===== src/rtl/uart_rx.sv =====
// rtl/uart_rx.sv - 8N1 UART receiver with glitch rejection and framing-error reporting
module uart_rx #(
  parameter int unsigned CLKS_PER_BIT = 217
) (
  input  logic       clk,
  input  logic       rst_n,
  input  logic       rx,
  output logic [7:0] rx_data,
  output logic       rx_valid,
  output logic       frame_err,
  output logic       busy
);

  localparam logic [15:0] LAST_CNT = 16'(CLKS_PER_BIT - 1);
  localparam logic [15:0] HALF_CNT = 16'((CLKS_PER_BIT - 1) / 2);

  typedef enum logic [2:0] {
    IDLE      = 3'd0,
    START     = 3'd1,
    DATA      = 3'd2,
    STOP      = 3'd3,
    WAIT_HIGH = 3'd4
  } state_t;

  state_t      state_q, state_d;
  logic [1:0]  sync_q, sync_d;
  logic [15:0] clk_cnt_q, clk_cnt_d;
  logic [2:0]  bit_idx_q, bit_idx_d;
  logic [7:0]  shift_q, shift_d;
  logic [7:0]  rx_data_q, rx_data_d;
  logic        rx_valid_q, rx_valid_d;
  logic        frame_err_q, frame_err_d;
  logic        rx_s;

  // Second synchronizer stage is the only view of the line the FSM ever uses.
  assign rx_s      = sync_q[1];
  assign rx_data   = rx_data_q;
  assign rx_valid  = rx_valid_q;
  assign frame_err = frame_err_q;
  assign busy      = (state_q != IDLE);

  // State, counters, synchronizer and output registers; sync flops reset to idle-high.
  always_ff @(posedge clk or negedge rst_n) begin
    if (!rst_n) begin
      state_q     <= IDLE;
      sync_q      <= 2'b11;
      clk_cnt_q   <= 16'd0;
      bit_idx_q   <= 3'd0;
      shift_q     <= 8'h00;
      rx_data_q   <= 8'h00;
      rx_valid_q  <= 1'b0;
      frame_err_q <= 1'b0;
    end else begin
      state_q     <= state_d;
      sync_q      <= sync_d;
      clk_cnt_q   <= clk_cnt_d;
      bit_idx_q   <= bit_idx_d;
      shift_q     <= shift_d;
      rx_data_q   <= rx_data_d;
      rx_valid_q  <= rx_valid_d;
      frame_err_q <= frame_err_d;
    end
  end

  // Next-state logic: mid-bit sampling, LSB first; pulses default low so they last one cycle.
  always_comb begin
    state_d     = state_q;
    sync_d      = {sync_q[0], rx};
    clk_cnt_d   = clk_cnt_q;
    bit_idx_d   = bit_idx_q;
    shift_d     = shift_q;
    rx_data_d   = rx_data_q;
    rx_valid_d  = 1'b0;
    frame_err_d = 1'b0;
    case (state_q)
      IDLE: begin
        if (!rx_s) begin
          state_d   = START;
          clk_cnt_d = 16'd0;
        end
      end
      START: begin
        if (clk_cnt_q == HALF_CNT) begin
          clk_cnt_d = 16'd0;
          if (!rx_s) begin
            state_d   = DATA;
            bit_idx_d = 3'd0;
          end else begin
            // Line went back high before mid start bit: treat as a glitch.
            state_d = IDLE;
          end
        end else begin
          clk_cnt_d = clk_cnt_q + 16'd1;
        end
      end
      DATA: begin
        if (clk_cnt_q == LAST_CNT) begin
          clk_cnt_d          = 16'd0;
          shift_d[bit_idx_q] = rx_s;
          if (bit_idx_q == 3'd7) begin
            state_d = STOP;
          end else begin
            bit_idx_d = bit_idx_q + 3'd1;
          end
        end else begin
          clk_cnt_d = clk_cnt_q + 16'd1;
        end
      end
      STOP: begin
        if (clk_cnt_q == LAST_CNT) begin
          clk_cnt_d = 16'd0;
          if (rx_s) begin
            rx_data_d  = shift_q;
            rx_valid_d = 1'b1;
            state_d    = IDLE;
          end else begin
            // Stop bit low: report once, then wait out any break condition.
            frame_err_d = 1'b1;
            state_d     = WAIT_HIGH;
          end
        end else begin
          clk_cnt_d = clk_cnt_q + 16'd1;
        end
      end
      WAIT_HIGH: begin
        if (rx_s) begin
          state_d = IDLE;
        end
      end
      default: begin
        state_d = IDLE;
      end
    endcase
  end

endmodule


===== config.mk =====
export PLATFORM = sky130hd
export DESIGN_NAME = uart_rx
export DESIGN_NICKNAME = d
export VERILOG_FILES = /design/src/rtl/uart_rx.sv
export SDC_FILE = /design/constraint.sdc
export NUM_CORES = 1
export LEC_CHECK = 0
export ABC_AREA = 1
export CORE_UTILIZATION = 30
export CTS_BUF_LIST = sky130_fd_sc_hd__clkbuf_2
export DETAILED_ROUTE_END_ITERATION = 6
export SLEW_MARGIN = 10
export SYNTH_ARGS = -nofsm -noshare
export SYNTH_HDL_FRONTEND = slang
export SYNTH_SLANG_ARGS = --single-unit
export TNS_END_PERCENT = 5

===== constraint.sdc =====
create_clock -name clk -period 3.9 [get_ports clk]
set_input_delay 0.585 -clock clk [delete_from_list [all_inputs] [get_ports clk]]
set_output_delay 0.585 -clock clk [all_outputs]
set_load 0.05 [all_outputs]

==> results.ini, run 1 <==
[status]
status=finished clean

[setup_path]
r2r_start=clk_cnt_q[0]
required_ns=3.31
end_kind=output port
critPathLaunchType=register
reg2regPathDepth=9
reg2reg_to=clk_cnt_q[10]
cp_max_fo=4
cp.arrival_ns=1.87
setup.worst_path.class=register to output port
r2r_slack_ns=2.15

[yosys]
syn_inst=303
synth.avg_cell_area_um2=7.47
synth.distinct_cells=24
ys_seq_elements=42
yosysSeqAreaShare=0.465
syn_area_um2=2260
ys_warn_count=0
synth_fp_nets=310

[power_and_ir_drop]
comb_power_share=0.018
p_seq_frac=0.664
p_per_area_nw_per_um2=260
switching_share=0.264
leakagePower_nw=1.20
pwr-share-clk=0.318
peakVddDrop_uv=95.8
power_switching_mw=0.175
internal-power_mw=0.488

[floorplanning]
fp.dieArea_um2=7900
io_pins=14
initial_core_util=0.310
core_area_um2=7290
die_x_um=88.9
rows=31
die_h_um=88.9

[clock_tree]
cts_setup_buffers=0
post_cts_resized=0
clk_pin_slew_ns=0.26
clk_latency_ns=0.43
cts_buffers=5
cts.path.max_buffers=2
clockRootBuffer=clkbuf_2
ctsHoldBuffers=0
cts_htree_levels=2
cts.sinks=42
tritoncts=built

[global_route]
grt_first_pass_wirelength_um=8000
grt_start_max_net_pins=43
grt_pass1_vias=1749
antenna_found_initial=0
grt_usage=0.131
overflow=0

[flow_run]
drv_cap=0

[timing]
setup_ws_ns=1.44
worst_hold_slack_ns=0.244
hold_violations=0
min_period_ns=2.46
relSlewSlack=0.370
rsz0062_at_grt=false
setup-violations-final=0
fin_worst_skew_ns=0.0242
slew_viol_final=0
fmax_mhz=407
period_share=0.631
tns_ns=0
worst_pin_slew_ns=0.945

[layout]
multi_input_area_um2=1080
drive_gt1_frac=0.0779
layout.cells.non_filler=420
syn2layout_area_growth_pct=12.6
fillers=827
n_antenna_cell=0
nets=327
regArea_um2=1050
fin_area_um2=2550

[route]
first_iter_violations=84
met3_length_um=89
dr_wl_met2_um=2070
vias=1898
drtAntennaViolNets=0
drc_errors=0
top_layer=met4
via_per_inst=4.52
wl_met1_um=2300
wl_um=4540
firstDrtPassIters=4
drt-wirelength-per-cell_um=10.8

[worst_hold_path]
hold_class=primary input to asynchronous set/reset pin

[place]
dp_hpwl_um=3300
pre_cts_slack_ns=1.93
numPortBuffers=13
gp_congestion=0.806
dp.cells=412
dpl_cell_area_um2=2500

-- synth_stat cells, drive strengths merged --
master / instances / area [µm²]
o211ai: 2 / 15.0
clkinv: 1 / 3.75
xnor2: 1 / 8.76
nand4: 9 / 56.3
nor3: 6 / 41.3
nand3: 22 / 110
ha: 4 / 50.1
inv: 31 / 116
nand2: 114 / 450
nor2: 43 / 186
buf: 2 / 10.0
dfrtp: 40 / 1000
nand3b: 4 / 33.8
xor2: 5 / 43.8
o21ai: 16 / 80.1
clkbuf: 1 / 3.75
dfstp: 2 / 52.6
-- critical path, stage by stage, from the launching register on --
cell	delay, ns
dfrtp_1	0.46
nor2_1	0.22
nand2_1	0.07
clkdlybuf4s50_1	0.70
-- cells in the final DEF (no fill, tap or decap), drive strengths merged --
master and instances:
clkinvlp 1, nand2 114, buf 1, xnor2 1, clkinv 2, nand3 22, clkdlybuf4s50 12, inv 32
xor2 5, nor3 6, nor2 43, dfrtp 40, o21ai 16, clkbuf 5, nand3b 4, nand4 9
o211ai 2, ha 4, dfstp 2
-- kinds of logic after synthesis --
| logic type | synth area share |
|---|---|
| DFF | 0.465 |
| xor gates and xnor gates | 0.0232 |
| adders and majority gates | 0.0221 |
| and+or+nand+nor | 0.388 |
| buffers and inverters | 0.0591 |
| AOI/OAI and AO/OA | 0.0420 |
-- worst max path at each step --
| stage | from | end | slack, ns | depth (start not counted) |
|---|---|---|---|---|
| 6_report | state_q[0] | busy | 1.44 | 3 |
| 3_3_place_gp | state_q[0] | busy | 1.94 | 3 |
| 4_1_cts | state_q[0] | busy | 1.40 | 3 |
| 2_1_floorplan | clk_cnt_q[0] | clk_cnt_q[10] | 2.41 | 9 |
| 5_1_grt | state_q[0] | busy | 1.31 | 3 |
| 3_5_place_dp | state_q[0] | busy | 1.93 | 3 |
-- through the flow --
| stage | power (mW) | utilization |
|---|---|---|
| after global placement | 0.460 | 0.343 |
| final | 0.663 | 0.350 |
| after detailed placement | 0.460 | 0.343 |
| after floorplan | 0.449 | - |
| after CTS | 0.677 | 0.350 |
| after global routing | 0.695 | 0.350 |
-- area by class of cell --
class,instances,area share
Sequential cell,42,0.413
Clock inverter,3,0.00982
Multi-Input combinational cell,226,0.422
Timing Repair Buffer,13,0.0491
Tap cell,99,0.0486
Inverter,32,0.0471
Clock buffer,5,0.00982
-- state kept, by name, indices dropped and copies added, names as in the netlist --
name and cells:
shift_q 8, state_q 3, sync_q 2, frame_err 1, bit_idx_q 3, clk_cnt_q 16, rx_data 8, rx_valid 1
-- per-layer routing --
metal	GRT usage	up-vias
met5	0	-
met4	0.0455	0
met2	0.217	25
li1	-	998
met3	0.0271	7
met1	0.171	868
-- power groups by stage --
| stage | combinational, mW | sequential (mW) | clock, mW |
|---|---|---|---|
| 4_1_cts | 0.0134 | 0.440 | 0.223 |
| 5_1_grt | 0.0150 | 0.441 | 0.239 |
| 6_report | 0.0122 | 0.440 | 0.211 |
| 2_1_floorplan | 0.00350 | 0.446 | 0 |
| 3_5_place_dp | 0.0135 | 0.447 | 0 |
| 3_3_place_gp | 0.0132 | 0.447 | 0 |
Power figures use the tool's default switching activity.
==> inputs of run 2 (changes only) <==
clock period = 2.4 ns   (was 3.9 ns; I/O delays follow)
==> run 2 against run 1 <==
Net effect: routed wire length increased by 3.9%; clock skew increased by 0.013 ns; hold slack improved by 0.082 ns; sequential share of layout area decreased by 0.28 points; setup slack got worse by 1.3 ns; critical endpoint unchanged; largest power group unchanged.
==> results.ini, run 2 (synthesized netlist as in run 1, its figures left out) <==
[clock_tree]
post_cts_resized=0  ; unchanged
cts_setup_buffers=0  ; unchanged
cts.sinks=42  ; unchanged
ctsHoldBuffers=1  ; was 0
clockRootBuffer=clkbuf_2  ; unchanged
clk_latency_ns=0.44  ; was 0.43 ns
cts_buffers=5  ; unchanged
clk_pin_slew_ns=0.21  ; was 0.26 ns
cts.path.max_buffers=2  ; unchanged
cts_htree_levels=2  ; unchanged
tritoncts=built  ; unchanged

[global_route]
grt_use_met2=0.223  ; was 0.217
grt_start_max_net_pins=43  ; unchanged
grt_first_pass_wirelength_um=8360  ; was 8000 µm
grtUsageMet1=0.183  ; was 0.171
grt_busiest_layer=met2  ; unchanged
grt_util_met3=0.0243  ; was 0.0271
overflow=0  ; unchanged
grt_usage=0.138  ; was 0.131
antenna_found_initial=0  ; unchanged
grt_pass1_vias=1861  ; was 1,749

[timing]
period_share=0.931
relSlewSlack=0.647  ; was 0.370
fmax_mhz=448
setup-violations-final=0  ; unchanged
fin_worst_skew_ns=0.0372  ; was 0.0242 ns
worst_pin_slew_ns=0.530  ; was 0.945 ns
slew_viol_final=0  ; unchanged
tns_ns=0  ; unchanged
min_period_ns=2.23
rsz0062_at_grt=false  ; unchanged
hold_violations=0  ; unchanged

[power_and_ir_drop]
peakVddDrop_uv=181  ; was 95.8 µV
leakagePower_nw=1.21  ; was 1.20 nW
power_switching_mw=0.281  ; was 0.175 mW
pwr-share-clk=0.315  ; was 0.318
comb_power_share=0.021  ; was 0.018
p_per_area_nw_per_um2=419  ; was 260 nW/µm²
switching_share=0.261  ; was 0.264
p_total_mw=1.08  ; was 0.663 mW
p_seq_frac=0.665  ; was 0.664
internal-power_mw=0.795  ; was 0.488 mW

[place]
gp_congestion=0.854  ; was 0.806
dp_hpwl_um=3400  ; was 3300 µm
numPortBuffers=13  ; unchanged

[layout]
final_cell_mix=nand2_1, dfrtp_1, nor2_1, inv_1, nand3_1  ; unchanged
regMostFlops=clk_cnt_q  ; unchanged
n_antenna_cell=0  ; unchanged
nets=329  ; was 327
syn2layout_area_growth_pct=13.4  ; was 12.6%
drive_gt1_frac=0.0805  ; was 0.0779
largest_reg_flops=16  ; unchanged
layout_commonest_cell=nand2_1  ; unchanged

[route]
firstDrtPassIters=4  ; unchanged
first_iter_violations=164  ; was 84
vias=1924  ; was 1,898
wl_um=4710  ; was 4540 µm
via_per_inst=4.56  ; was 4.52
drtAntennaViolNets=0  ; unchanged
drt-wirelength-per-cell_um=11.2  ; was 10.8 µm
drc_errors=0  ; unchanged

[floorplanning]
io_pins=14  ; unchanged
die_h_um=88.9  ; unchanged
fp.dieArea_um2=7900  ; unchanged
die_x_um=88.9  ; unchanged
rows=31  ; unchanged
core_area_um2=7290  ; unchanged
initial_core_util=0.310  ; unchanged

[setup_path]
critPathLaunchType=register  ; unchanged
cp.buffers_inverters=1  ; unchanged
path_cells=nor2_1, nand2_1, clkdlybuf4s50_1  ; unchanged
cp_top_family=buffers and inverters  ; unchanged
max_stage_delay_ns=0.70  ; about the same
setup.worst_path.class=register to output port  ; unchanged
cp.depth=3  ; unchanged
crit_slowest_cell=clkdlybuf4s50_1  ; unchanged
cp.arrival_ns=1.87  ; about the same
cp_max_fo=4  ; unchanged
required_ns=2.04  ; was 3.31 ns
end_kind=output port  ; unchanged
reg2regPathDepth=9  ; unchanged

[worst_hold_path]
hold_class=primary input to register  ; was primary input to asynchronous set/reset pin
min_path_cells=1

[status]
status=finished clean  ; unchanged

[flow_run]
drv_cap=0  ; unchanged

[run 2: final timing paths]
check                           slack, ns          from         end
worst max register to register       0.66  clk_cnt_q[0]  rx_data[0]
min in group asynchronous            0.46         rst_n  rx_data[4]
max in group asynchronous            1.51         rst_n   sync_q[0]
worst min-delay path                 0.33            rx   sync_q[0]
worst min register to register       0.38     sync_q[0]   sync_q[1]
worst max-delay path                 0.17    state_q[0]        busy
[run 2: layer usage]
metal / wire [µm] / vias to the layer above
met4: 78 / 0
met5: 0 / -
met3: 114 / 9
met1: 2350 / 901
met2: 2170 / 20
li1: - / 994
[run 2: final cells by class]
type,instances,area [µm²]
Fill cell,806,4730
Multi-Input combinational cell,226,1080
Sequential cell,42,1050
Timing Repair Buffer,15,143
Tap cell,99,124
Inverter,32,120
Clock buffer,5,25.0
Clock inverter,3,25.0
[run 2: through the flow]
step / util / hold slack, ns / setup WS (ns) / std cells / area [µm²]
after CTS: 0.352 / 0.297 / 0.116 / 422 / 2570
after global placement: 0.344 / 0.350 / 0.660 / 413 / 2510
after global routing: 0.352 / 0.303 / 0.00155 / 422 / 2570
after floorplan: - / 0.0644 / 0.909 / 303 / 2260
after detailed placement: 0.344 / 0.352 / 0.625 / 413 / 2510
final: 0.352 / 0.326 / 0.166 / 422 / 2570
[run 2: power groups by stage]
stage               Sequential, mW  Clock, mW  Combinational, mW
floorplan                    0.724          0            0.00568
finish                       0.715      0.339             0.0222
global placement             0.726          0             0.0225
CTS                          0.715      0.357             0.0238
global route                 0.716      0.386             0.0266
detailed placement           0.727          0             0.0226
[run 2: worst register-to-register path, stage by stage (launching register included)]
cell and delay [ns]:
dfrtp_1 0.49, inv_1 0.10, ha_1 0.18, nand3_1 0.13, nor2_4 0.15, nand2_4 0.10
inv_1 0.11, nand3b_2 0.21, nand2_1 0.12, nand2_1 0.05
